### src/rtl/axi4l_cnt_reg_file.sv
// AXI4-Lite slave register file: CTRL, STATUS, SCRATCH, free-running event COUNTER and ID.
// Single-beat write/read channels, one outstanding transaction per direction.
module axi4l_cnt_reg_file #(
    parameter int                                    AXI4_LITE_ADDR_BIT_WIDTH = 32,
    parameter int                                    AXI4_LITE_DATA_BIT_WIDTH = 32,
    parameter logic [AXI4_LITE_ADDR_BIT_WIDTH-1:0]   BASE_ADDR                = '0,
    parameter logic [AXI4_LITE_DATA_BIT_WIDTH-1:0]   ID_VALUE                 = 32'h4D59_0001
) (
    input  logic                                     i_clk,
    input  logic                                     i_arst_n,
    input  logic [AXI4_LITE_ADDR_BIT_WIDTH-1:0]      i_awaddr,
    input  logic                                     i_awvalid,
    output logic                                     o_awready,
    input  logic [AXI4_LITE_DATA_BIT_WIDTH-1:0]      i_wdata,
    input  logic [AXI4_LITE_DATA_BIT_WIDTH/8-1:0]    i_wstrb,
    input  logic                                     i_wvalid,
    output logic                                     o_wready,
    output logic [1:0]                               o_bresp,
    output logic                                     o_bvalid,
    input  logic                                     i_bready,
    input  logic [AXI4_LITE_ADDR_BIT_WIDTH-1:0]      i_araddr,
    input  logic                                     i_arvalid,
    output logic                                     o_arready,
    output logic [AXI4_LITE_DATA_BIT_WIDTH-1:0]      o_rdata,
    output logic [1:0]                               o_rresp,
    output logic                                     o_rvalid,
    input  logic                                     i_rready,
    input  logic                                     i_event,
    output logic                                     o_enable
);

    localparam int AW = AXI4_LITE_ADDR_BIT_WIDTH;
    localparam int DW = AXI4_LITE_DATA_BIT_WIDTH;
    localparam int SW = DW / 8;

    localparam logic [1:0] RESP_OKAY   = 2'b00;
    localparam logic [1:0] RESP_SLVERR = 2'b10;

    typedef enum logic [2:0] {
        REG_CTRL    = 3'd0,
        REG_STATUS  = 3'd1,
        REG_SCRATCH = 3'd2,
        REG_COUNTER = 3'd3,
        REG_ID      = 3'd4
    } reg_idx_e;

    if (DW != 32) begin : g_bad_data_width
        $error("AXI4_LITE_DATA_BIT_WIDTH must be 32");
    end
    if (AW < 8) begin : g_bad_addr_width
        $error("AXI4_LITE_ADDR_BIT_WIDTH must be at least 8");
    end
    if (BASE_ADDR[4:0] != 5'd0) begin : g_bad_base_addr
        $error("BASE_ADDR must be 32-byte aligned");
    end

    logic          ctrl_en;
    logic          sticky_ovf;
    logic [DW-1:0] scratch;
    logic [DW-1:0] counter;

    logic          wr_hs;
    logic          rd_hs;
    logic          wr_in_range;
    logic          rd_in_range;
    logic          wr_ok;
    logic          ctrl_wr;
    logic          clr_pulse;
    logic [DW-1:0] rd_data;
    logic [1:0]    rd_resp;

    // Word-aligned decode: byte-lane address bits carry no meaning here.
    logic unused_addr_bits;
    assign unused_addr_bits = ^{i_awaddr[1:0], i_araddr[1:0]};

    // Reset gates the handshakes so a master holding valid through reset sees no ready.
    assign wr_hs = i_arst_n & i_awvalid & i_wvalid & ~o_bvalid;
    assign rd_hs = i_arst_n & i_arvalid & ~o_rvalid;

    assign o_awready = wr_hs;
    assign o_wready  = wr_hs;
    assign o_arready = rd_hs;
    assign o_enable  = ctrl_en;

    assign wr_in_range = (i_awaddr[AW-1:5] == BASE_ADDR[AW-1:5]);
    assign rd_in_range = (i_araddr[AW-1:5] == BASE_ADDR[AW-1:5]);
    assign wr_ok       = wr_in_range && (i_awaddr[4:2] <= REG_ID);
    assign ctrl_wr     = wr_hs && wr_in_range && (i_awaddr[4:2] == REG_CTRL) && i_wstrb[0];
    assign clr_pulse   = ctrl_wr && i_wdata[1];

    // NOTE: every output of a combinational block gets a default first, otherwise a latch is inferred.
    always_comb begin
        rd_data = '0;
        rd_resp = RESP_SLVERR;
        if (rd_in_range) begin
            rd_resp = RESP_OKAY;
            case (i_araddr[4:2])
                REG_CTRL:    rd_data = {{(DW-1){1'b0}}, ctrl_en};
                REG_STATUS:  rd_data = {{(DW-2){1'b0}}, sticky_ovf, ctrl_en};
                REG_SCRATCH: rd_data = scratch;
                REG_COUNTER: rd_data = counter;
                REG_ID:      rd_data = ID_VALUE;
                default:     rd_resp = RESP_SLVERR;
            endcase
        end
    end

    // NOTE: sequential state uses non-blocking assignments so every flop samples pre-edge values.
    always_ff @(posedge i_clk or negedge i_arst_n) begin
        if (!i_arst_n) begin
            o_bvalid <= 1'b0;
            o_bresp  <= RESP_OKAY;
        end else if (wr_hs) begin
            o_bvalid <= 1'b1;
            o_bresp  <= wr_ok ? RESP_OKAY : RESP_SLVERR;
        end else if (i_bready) begin
            o_bvalid <= 1'b0;
        end
    end

    always_ff @(posedge i_clk or negedge i_arst_n) begin
        if (!i_arst_n) begin
            o_rvalid <= 1'b0;
            o_rdata  <= '0;
            o_rresp  <= RESP_OKAY;
        end else if (rd_hs) begin
            o_rvalid <= 1'b1;
            o_rdata  <= rd_data;
            o_rresp  <= rd_resp;
        end else if (i_rready) begin
            o_rvalid <= 1'b0;
        end
    end

    always_ff @(posedge i_clk or negedge i_arst_n) begin
        if (!i_arst_n) begin
            ctrl_en <= 1'b0;
        end else if (ctrl_wr) begin
            ctrl_en <= i_wdata[0];
        end
    end

    // NOTE: SCRATCH is a single architectural register with a defined reset value, so it is reset like any other flop.
    always_ff @(posedge i_clk or negedge i_arst_n) begin
        if (!i_arst_n) begin
            scratch <= '0;
        end else if (wr_hs && wr_in_range && (i_awaddr[4:2] == REG_SCRATCH)) begin
            for (int b = 0; b < SW; b++) begin
                if (i_wstrb[b]) begin
                    scratch[8*b +: 8] <= i_wdata[8*b +: 8];
                end
            end
        end
    end

    // CLR wins over a same-cycle increment; the overflow flag only ever sets on the wrap.
    always_ff @(posedge i_clk or negedge i_arst_n) begin
        if (!i_arst_n) begin
            counter    <= '0;
            sticky_ovf <= 1'b0;
        end else if (clr_pulse) begin
            counter    <= '0;
            sticky_ovf <= 1'b0;
        end else if (ctrl_en && i_event) begin
            counter <= counter + DW'(1);
            if (&counter) begin
                sticky_ovf <= 1'b1;
            end
        end
    end

endmodule

### config.mk
export PLATFORM = sky130hd
export DESIGN_NAME = axi4l_cnt_reg_file
export DESIGN_NICKNAME = d
export VERILOG_FILES = /design/src/rtl/axi4l_cnt_reg_file.sv
export SDC_FILE = /design/constraint.sdc
export NUM_CORES = 1
export LEC_CHECK = 0
export BUFFER_PORTS_ARGS = -buffer_cell sky130_fd_sc_hd__clkbuf_2
export CORE_MARGIN = 5
export CORE_UTILIZATION = 45
export CTS_CLUSTER_SIZE = 25
export DETAILED_ROUTE_END_ITERATION = 10
export GPL_ROUTABILITY_DRIVEN = 0
export HOLD_SLACK_MARGIN = 0.03
export MAX_ROUTING_LAYER = met4
export PLACE_DENSITY = 0.72
export SLEW_MARGIN = 20
export SYNTH_ARGS = -nofsm -noshare
export SYNTH_HDL_FRONTEND = slang
export SYNTH_SLANG_ARGS = --single-unit
### constraint.sdc
create_clock -name i_clk -period 4.3 [get_ports i_clk]
set_input_delay 0.43 -clock i_clk [delete_from_list [all_inputs] [get_ports i_clk]]
set_output_delay 0.43 -clock i_clk [all_outputs]
set_load 0.01 [all_outputs]
==> flow_summary.html <==
<table>
<tr><th>Metric</th><th>Value</th></tr>
<tr><th colspan="2">Outcome</th></tr>
<tr><td>Outcome</td><td>complete, no violations</td></tr>
<tr><th colspan="2">Floorplan</th></tr>
<tr><td>Number of placement rows</td><td>38</td></tr>
<tr><td>Boundary pin count</td><td>150</td></tr>
<tr><td>Initial core utilization</td><td>45.3%</td></tr>
<tr><td>DIE AREA</td><td>~0.013 mm²</td></tr>
<tr><td>Floorplan die height</td><td>between 100 and 150 µm</td></tr>
<tr><td>Core box area</td><td>0.0107 mm²</td></tr>
<tr><td>Width of the die</td><td>114 µm</td></tr>
<tr><th colspan="2">Route</th></tr>
<tr><td>Detail-routed net length per standard cell</td><td>15.7 µm</td></tr>
<tr><td>Post-route DRC violation count</td><td>0</td></tr>
<tr><td>Post-DR vias/cell</td><td>roughly 5.2</td></tr>
<tr><td>Count of nets left with antenna violations after detail routing</td><td>0</td></tr>
<tr><td>Number of iterations in the first detailed-routing pass</td><td>4</td></tr>
<tr><td>Vias after detailed routing</td><td>3733</td></tr>
<tr><td>Post-Route WL</td><td>roughly 11000 µm</td></tr>
<tr><td>Iter 0 DRT Violations</td><td>169</td></tr>
<tr><th colspan="2">Final layout</th></tr>
<tr><td>Relative area change from synthesis to final layout</td><td>21.0%</td></tr>
<tr><td>Number of nets in the layout</td><td>681</td></tr>
<tr><td>Antenna Cells</td><td>0</td></tr>
<tr><td>Fraction of final layout cells with drive strength greater than 1</td><td>between 30 and 40%</td></tr>
<tr><td>Number of fill cells</td><td>968</td></tr>
<tr><th colspan="2">Worst setup path</th></tr>
<tr><td>Worst endpoint required time</td><td>4.56 ns</td></tr>
<tr><td>Cell class contributing the biggest share of worst-path delay</td><td>buffers and inverters</td></tr>
<tr><td>CP bufs+invs</td><td>4</td></tr>
<tr><td>Critical path endpoint category</td><td>flip-flop</td></tr>
<tr><td>Cell breakdown of the critical path</td><td>dlygate4sd3_1 -&gt; buf_4 -&gt; nand3_1 -&gt; buf_4 -&gt; nor4_2 -&gt; buf_4 -&gt; nand2_1 -&gt; o21ai_0</td></tr>
<tr><td>CP Max Fanout</td><td>36</td></tr>
<tr><td>Critical setup path kind</td><td>in -&gt; reg</td></tr>
<tr><td>Worst reg-to-reg path cell count</td><td>7</td></tr>
<tr><td>Largest incremental delay on the critical path</td><td>0.53 ns</td></tr>
<tr><td>Data arrival time of the critical path</td><td>approximately 3.1 ns</td></tr>
<tr><td>Cell count along the critical path</td><td>8</td></tr>
<tr><td>Type of element launching the critical path</td><td>input port</td></tr>
<tr><td>Worst path most repeated cell</td><td>sky130_fd_sc_hd__buf_4</td></tr>
<tr><td>Slowest cell on the critical path</td><td>sky130_fd_sc_hd__dlygate4sd3_1</td></tr>
<tr><th colspan="2">Timing</th></tr>
<tr><td>Max_slew headroom</td><td>roughly two fifths</td></tr>
<tr><td>Highest Clock Rate</td><td>roughly 360 MHz</td></tr>
<tr><td>Final setup slack of the worst path</td><td>between 1 and 1.5 ns</td></tr>
<tr><td>Summed negative setup slack over all endpoints</td><td>0 ns</td></tr>
<tr><td>Final setup violation count</td><td>0</td></tr>
<tr><td>Final cycle utilization of the critical path</td><td>65.2%</td></tr>
<tr><td>Clock skew after layout</td><td>0.00740 ns</td></tr>
<tr><td>Final count of pins violating max slew</td><td>0</td></tr>
<tr><td>Clock period minus final worst setup slack</td><td>2.80 ns</td></tr>
<tr><td>Final count of hold timing violations</td><td>0</td></tr>
<tr><td>Unrepaired setup endpoints after global routing</td><td>no</td></tr>
<tr><td>Measured slew at the worst slew-check pin</td><td>0.872 ns</td></tr>
<tr><th colspan="2">Logic synthesis</th></tr>
<tr><td>Count of synthesis-stage warnings from yosys</td><td>0</td></tr>
<tr><td>Post-synthesis area per instance</td><td>between 10 and 15 µm²</td></tr>
<tr><td>Register area share after synthesis</td><td>52.6%</td></tr>
<tr><td>Main combinational cell family by area after synthesis</td><td>simple AND/OR/NAND/NOR gates</td></tr>
<tr><td>Predominant post-synthesis flop cell</td><td>sky130_fd_sc_hd__dfrtp_1</td></tr>
<tr><td>Cell area after synthesis</td><td>0.00485 mm²</td></tr>
<tr><td>Share of the synthesized area in the top cell type</td><td>52.6%</td></tr>
<tr><td>Cell taking the most area after synthesis</td><td>sky130_fd_sc_hd__dfrtp_1</td></tr>
<tr><td>Post-synthesis share of cell area spent on full adders, half adders and majority gates</td><td>0.258%</td></tr>
<tr><td>Cell with the most instances after synthesis</td><td>sky130_fd_sc_hd__dfrtp_1</td></tr>
<tr><td>Fraction of the mapped netlist area in compound gates</td><td>7.12%</td></tr>
<tr><td>Most frequent cells after synthesis</td><td>102 x sky130_fd_sc_hd__dfrtp_1, 40 x sky130_fd_sc_hd__nand2_1, 38 x sky130_fd_sc_hd__nor2_1</td></tr>
<tr><td>Simple-gate share of the synthesized area</td><td>about 18%</td></tr>
<tr><td>Number of enable flip-flop cells after synthesis</td><td>0</td></tr>
<tr><td>Number of synthesized register bits</td><td>102</td></tr>
<tr><td>FFs w/ async S/R, synth</td><td>100%</td></tr>
<tr><td>Synthesized netlist cell count</td><td>about 430</td></tr>
<tr><td>Leading post-synthesis cells by cell area</td><td>sky130_fd_sc_hd__dfrtp_1 53%, sky130_fd_sc_hd__mux2_2 7.7%, sky130_fd_sc_hd__mux2i_1 6.4%</td></tr>
<tr><td>XOR/XNOR share of the synthesized area</td><td>4.88%</td></tr>
<tr><td>Fraction of synthesized area in multiplexers</td><td>14.3%</td></tr>
<tr><td>Synth unique cells</td><td>44</td></tr>
<tr><th colspan="2">Clock network</th></tr>
<tr><td>Cells resized by post-CTS repair</td><td>0</td></tr>
<tr><td># H-tree levels</td><td>3</td></tr>
<tr><td>CTS clock-pin slew for the worst setup and hold paths</td><td>0.09 ns</td></tr>
<tr><td>Clock latency of the later-clocked register in the worst-skew pair</td><td>0.36 ns</td></tr>
<tr><td>Cts hold-fix bufs</td><td>1</td></tr>
<tr><td>Maximum root-to-sink buffer count</td><td>2</td></tr>
<tr><td>Post-CTS Repair Setup Buffers</td><td>0</td></tr>
<tr><td>Clock tree from TritonCTS</td><td>yes</td></tr>
<tr><td>TritonCTS buffer count</td><td>9</td></tr>
<tr><td>Cell chosen for the clock root</td><td>sky130_fd_sc_hd__clkbuf_8</td></tr>
<tr><td>Number of sinks on the clock net</td><td>102</td></tr>
<tr><th colspan="2">Global routing</th></tr>
<tr><td>Met3 track demand over resource</td><td>3.87%</td></tr>
<tr><td>Antenna violations before repair</td><td>0</td></tr>
<tr><td>Met1 usage in global routing</td><td>23.9%</td></tr>
<tr><td>GRT Residual Overflow</td><td>0</td></tr>
<tr><td>Overall global routing resource usage</td><td>18.5%</td></tr>
<tr><td>First-pass GRT wire length</td><td>around 19000 µm</td></tr>
<tr><td>Global routing usage on met2</td><td>30.1%</td></tr>
<tr><td>Highest-utilization routing layer at the global route stage</td><td>met2</td></tr>
<tr><td>Vias in the first global route</td><td>about 3.9k</td></tr>
<tr><td>Largest net degree at the start of global routing</td><td>between 50 and 60</td></tr>
<tr><th colspan="2">Placement</th></tr>
<tr><td>Port Buffers</td><td>143</td></tr>
<tr><td>Post-detail-place hpwl</td><td>8520 µm</td></tr>
<tr><td>Worst setup slack before clock tree synthesis</td><td>1.41 ns</td></tr>
<tr><th colspan="2">Run</th></tr>
<tr><td>Maximum capacitance violations</td><td>0</td></tr>
<tr><th colspan="2">Power and ir drop</th></tr>
<tr><td>Static power due to leakage</td><td>slightly above 3 nW</td></tr>
<tr><td>VDD IR-drop max</td><td>roughly 0.22 mV</td></tr>
<tr><td>Power density relative to cell area</td><td>286 mW/mm²</td></tr>
<tr><th colspan="2">Worst hold path</th></tr>
<tr><td>Hold depth</td><td>2</td></tr>
<tr><td>Min-Delay Path Class</td><td>in -&gt; reg</td></tr>
</table>
==> routing by layer <==
metal | vias up | share of wire [%]
met1 | 1802 | 43
met3 | 17 | 5.5
met4 | 0 | 1.8
met2 | 100 | 50
li1 | 1814 | -
met5 | - | 0
==> final cells by class <==
type                       count  area, µm²  area share (%)
inverter                       5       18.8           0.320
tap                          140        175            2.99
sequential                   102       2550            43.5
clock buffer                  10        128            2.17
clock inverter                 6       70.1            1.19
timing repair buffer         149        766            13.0
multi-input combinational    305       2160            36.8
==> worst register-to-register path: stages (launching register included) <==
cell and delay [ns]:
sky130_fd_sc_hd__dfrtp_1 0.39, sky130_fd_sc_hd__inv_1 0.07, sky130_fd_sc_hd__nand3_1 0.07, sky130_fd_sc_hd__buf_4 0.27, sky130_fd_sc_hd__nor4_2 0.32, sky130_fd_sc_hd__buf_4 0.23, sky130_fd_sc_hd__nand2_1 0.54, sky130_fd_sc_hd__o21ai_0 0.38
==> metrics by stage <==
stage               power, mW  cells  area [µm²]  utilization [%]  hold slack [ns]
floorplan                1.02    432        4850                -            0.134
global placement         1.09    700        5660             52.9            0.313
detailed placement       1.10    700        5660             52.9            0.320
CTS                      1.71    717        5870             54.8            0.229
global route             1.76    717        5870             54.9            0.239
finish                   1.68    717        5870             54.9            0.244
==> final timing paths <==
path / slack, ns / startpoint / endpoint
worst min-delay path: 0.24 / i_rready / o_rvalid$_DFFE_PN0P_
max in group asynchronous: 2.36 / i_arst_n / scratch[0]$_DFFE_PN0P_
min in group asynchronous: 0.47 / i_arst_n / scratch[12]$_DFFE_PN0P_
worst max-delay path: 1.50 / i_arst_n / o_rdata[15]$_DFFE_PN0P_
worst min register to register: 0.49 / o_rdata[21]$_DFFE_PN0P_ / o_rdata[21]$_DFFE_PN0P_
worst max register to register: 1.94 / o_rvalid$_DFFE_PN0P_ / o_rdata[15]$_DFFE_PN0P_
==> registers in the layout (all words and copies together) (netlist names) <==
register,flops
o_rresp,1
scratch,32
o_bvalid,1
o_bresp,1
o_rvalid,1
o_enable,1
counter,32
sticky_ovf,1
o_rdata,32
==> cells in the final DEF, fill, tap and decap left out, types with 2 or more instances in the layout <==
| cell | count |
|---|---|
| sky130_fd_sc_hd__o21ai_1 | 13 |
| sky130_fd_sc_hd__and4_4 | 2 |
| sky130_fd_sc_hd__mux2_2 | 33 |
| sky130_fd_sc_hd__buf_4 | 6 |
| sky130_fd_sc_hd__and3_1 | 7 |
| sky130_fd_sc_hd__inv_1 | 5 |
| sky130_fd_sc_hd__conb_1 | 2 |
| sky130_fd_sc_hd__dfrtp_1 | 102 |
| sky130_fd_sc_hd__nand3_1 | 13 |
| sky130_fd_sc_hd__clkbuf_2 | 142 |
| sky130_fd_sc_hd__mux2i_1 | 31 |
| sky130_fd_sc_hd__clkbuf_8 | 9 |
| sky130_fd_sc_hd__nand4_1 | 12 |
| sky130_fd_sc_hd__nand2_1 | 40 |
| sky130_fd_sc_hd__nor2_1 | 38 |
| sky130_fd_sc_hd__nor2b_1 | 5 |
| sky130_fd_sc_hd__a22o_1 | 10 |
| sky130_fd_sc_hd__xor2_1 | 21 |
| sky130_fd_sc_hd__nor3_1 | 5 |
| sky130_fd_sc_hd__o21ai_0 | 23 |
| sky130_fd_sc_hd__a21oi_1 | 8 |
| sky130_fd_sc_hd__nor4_1 | 12 |
| sky130_fd_sc_hd__clkinvlp_4 | 2 |
| sky130_fd_sc_hd__or3_1 | 3 |
| sky130_fd_sc_hd__nand4b_4 | 3 |
| sky130_fd_sc_hd__xnor2_1 | 6 |
==> power by group <==
part	internal [mW]	switching [mW]	leakage, nW	total (mW)
Sequential	0.960	0.00113	1.41	0.961
Combinational	0.0510	0.0640	1.60	0.115
Clock	0.275	0.329	0.0948	0.604
Total	1.29	0.395	3.11	1.68
==> logic make-up after synthesis <==
kind of cell / count (synthesis)
AOI/OAI and AO/OA: 59
xor gates and xnor gates: 27
adders and majority gates: 1
buffers and inverters: 25
DFF: 102
muxes: 65
other: 1
and+or+nand+nor: 151
No activity file was read; power rests on OpenSTA's default activity.
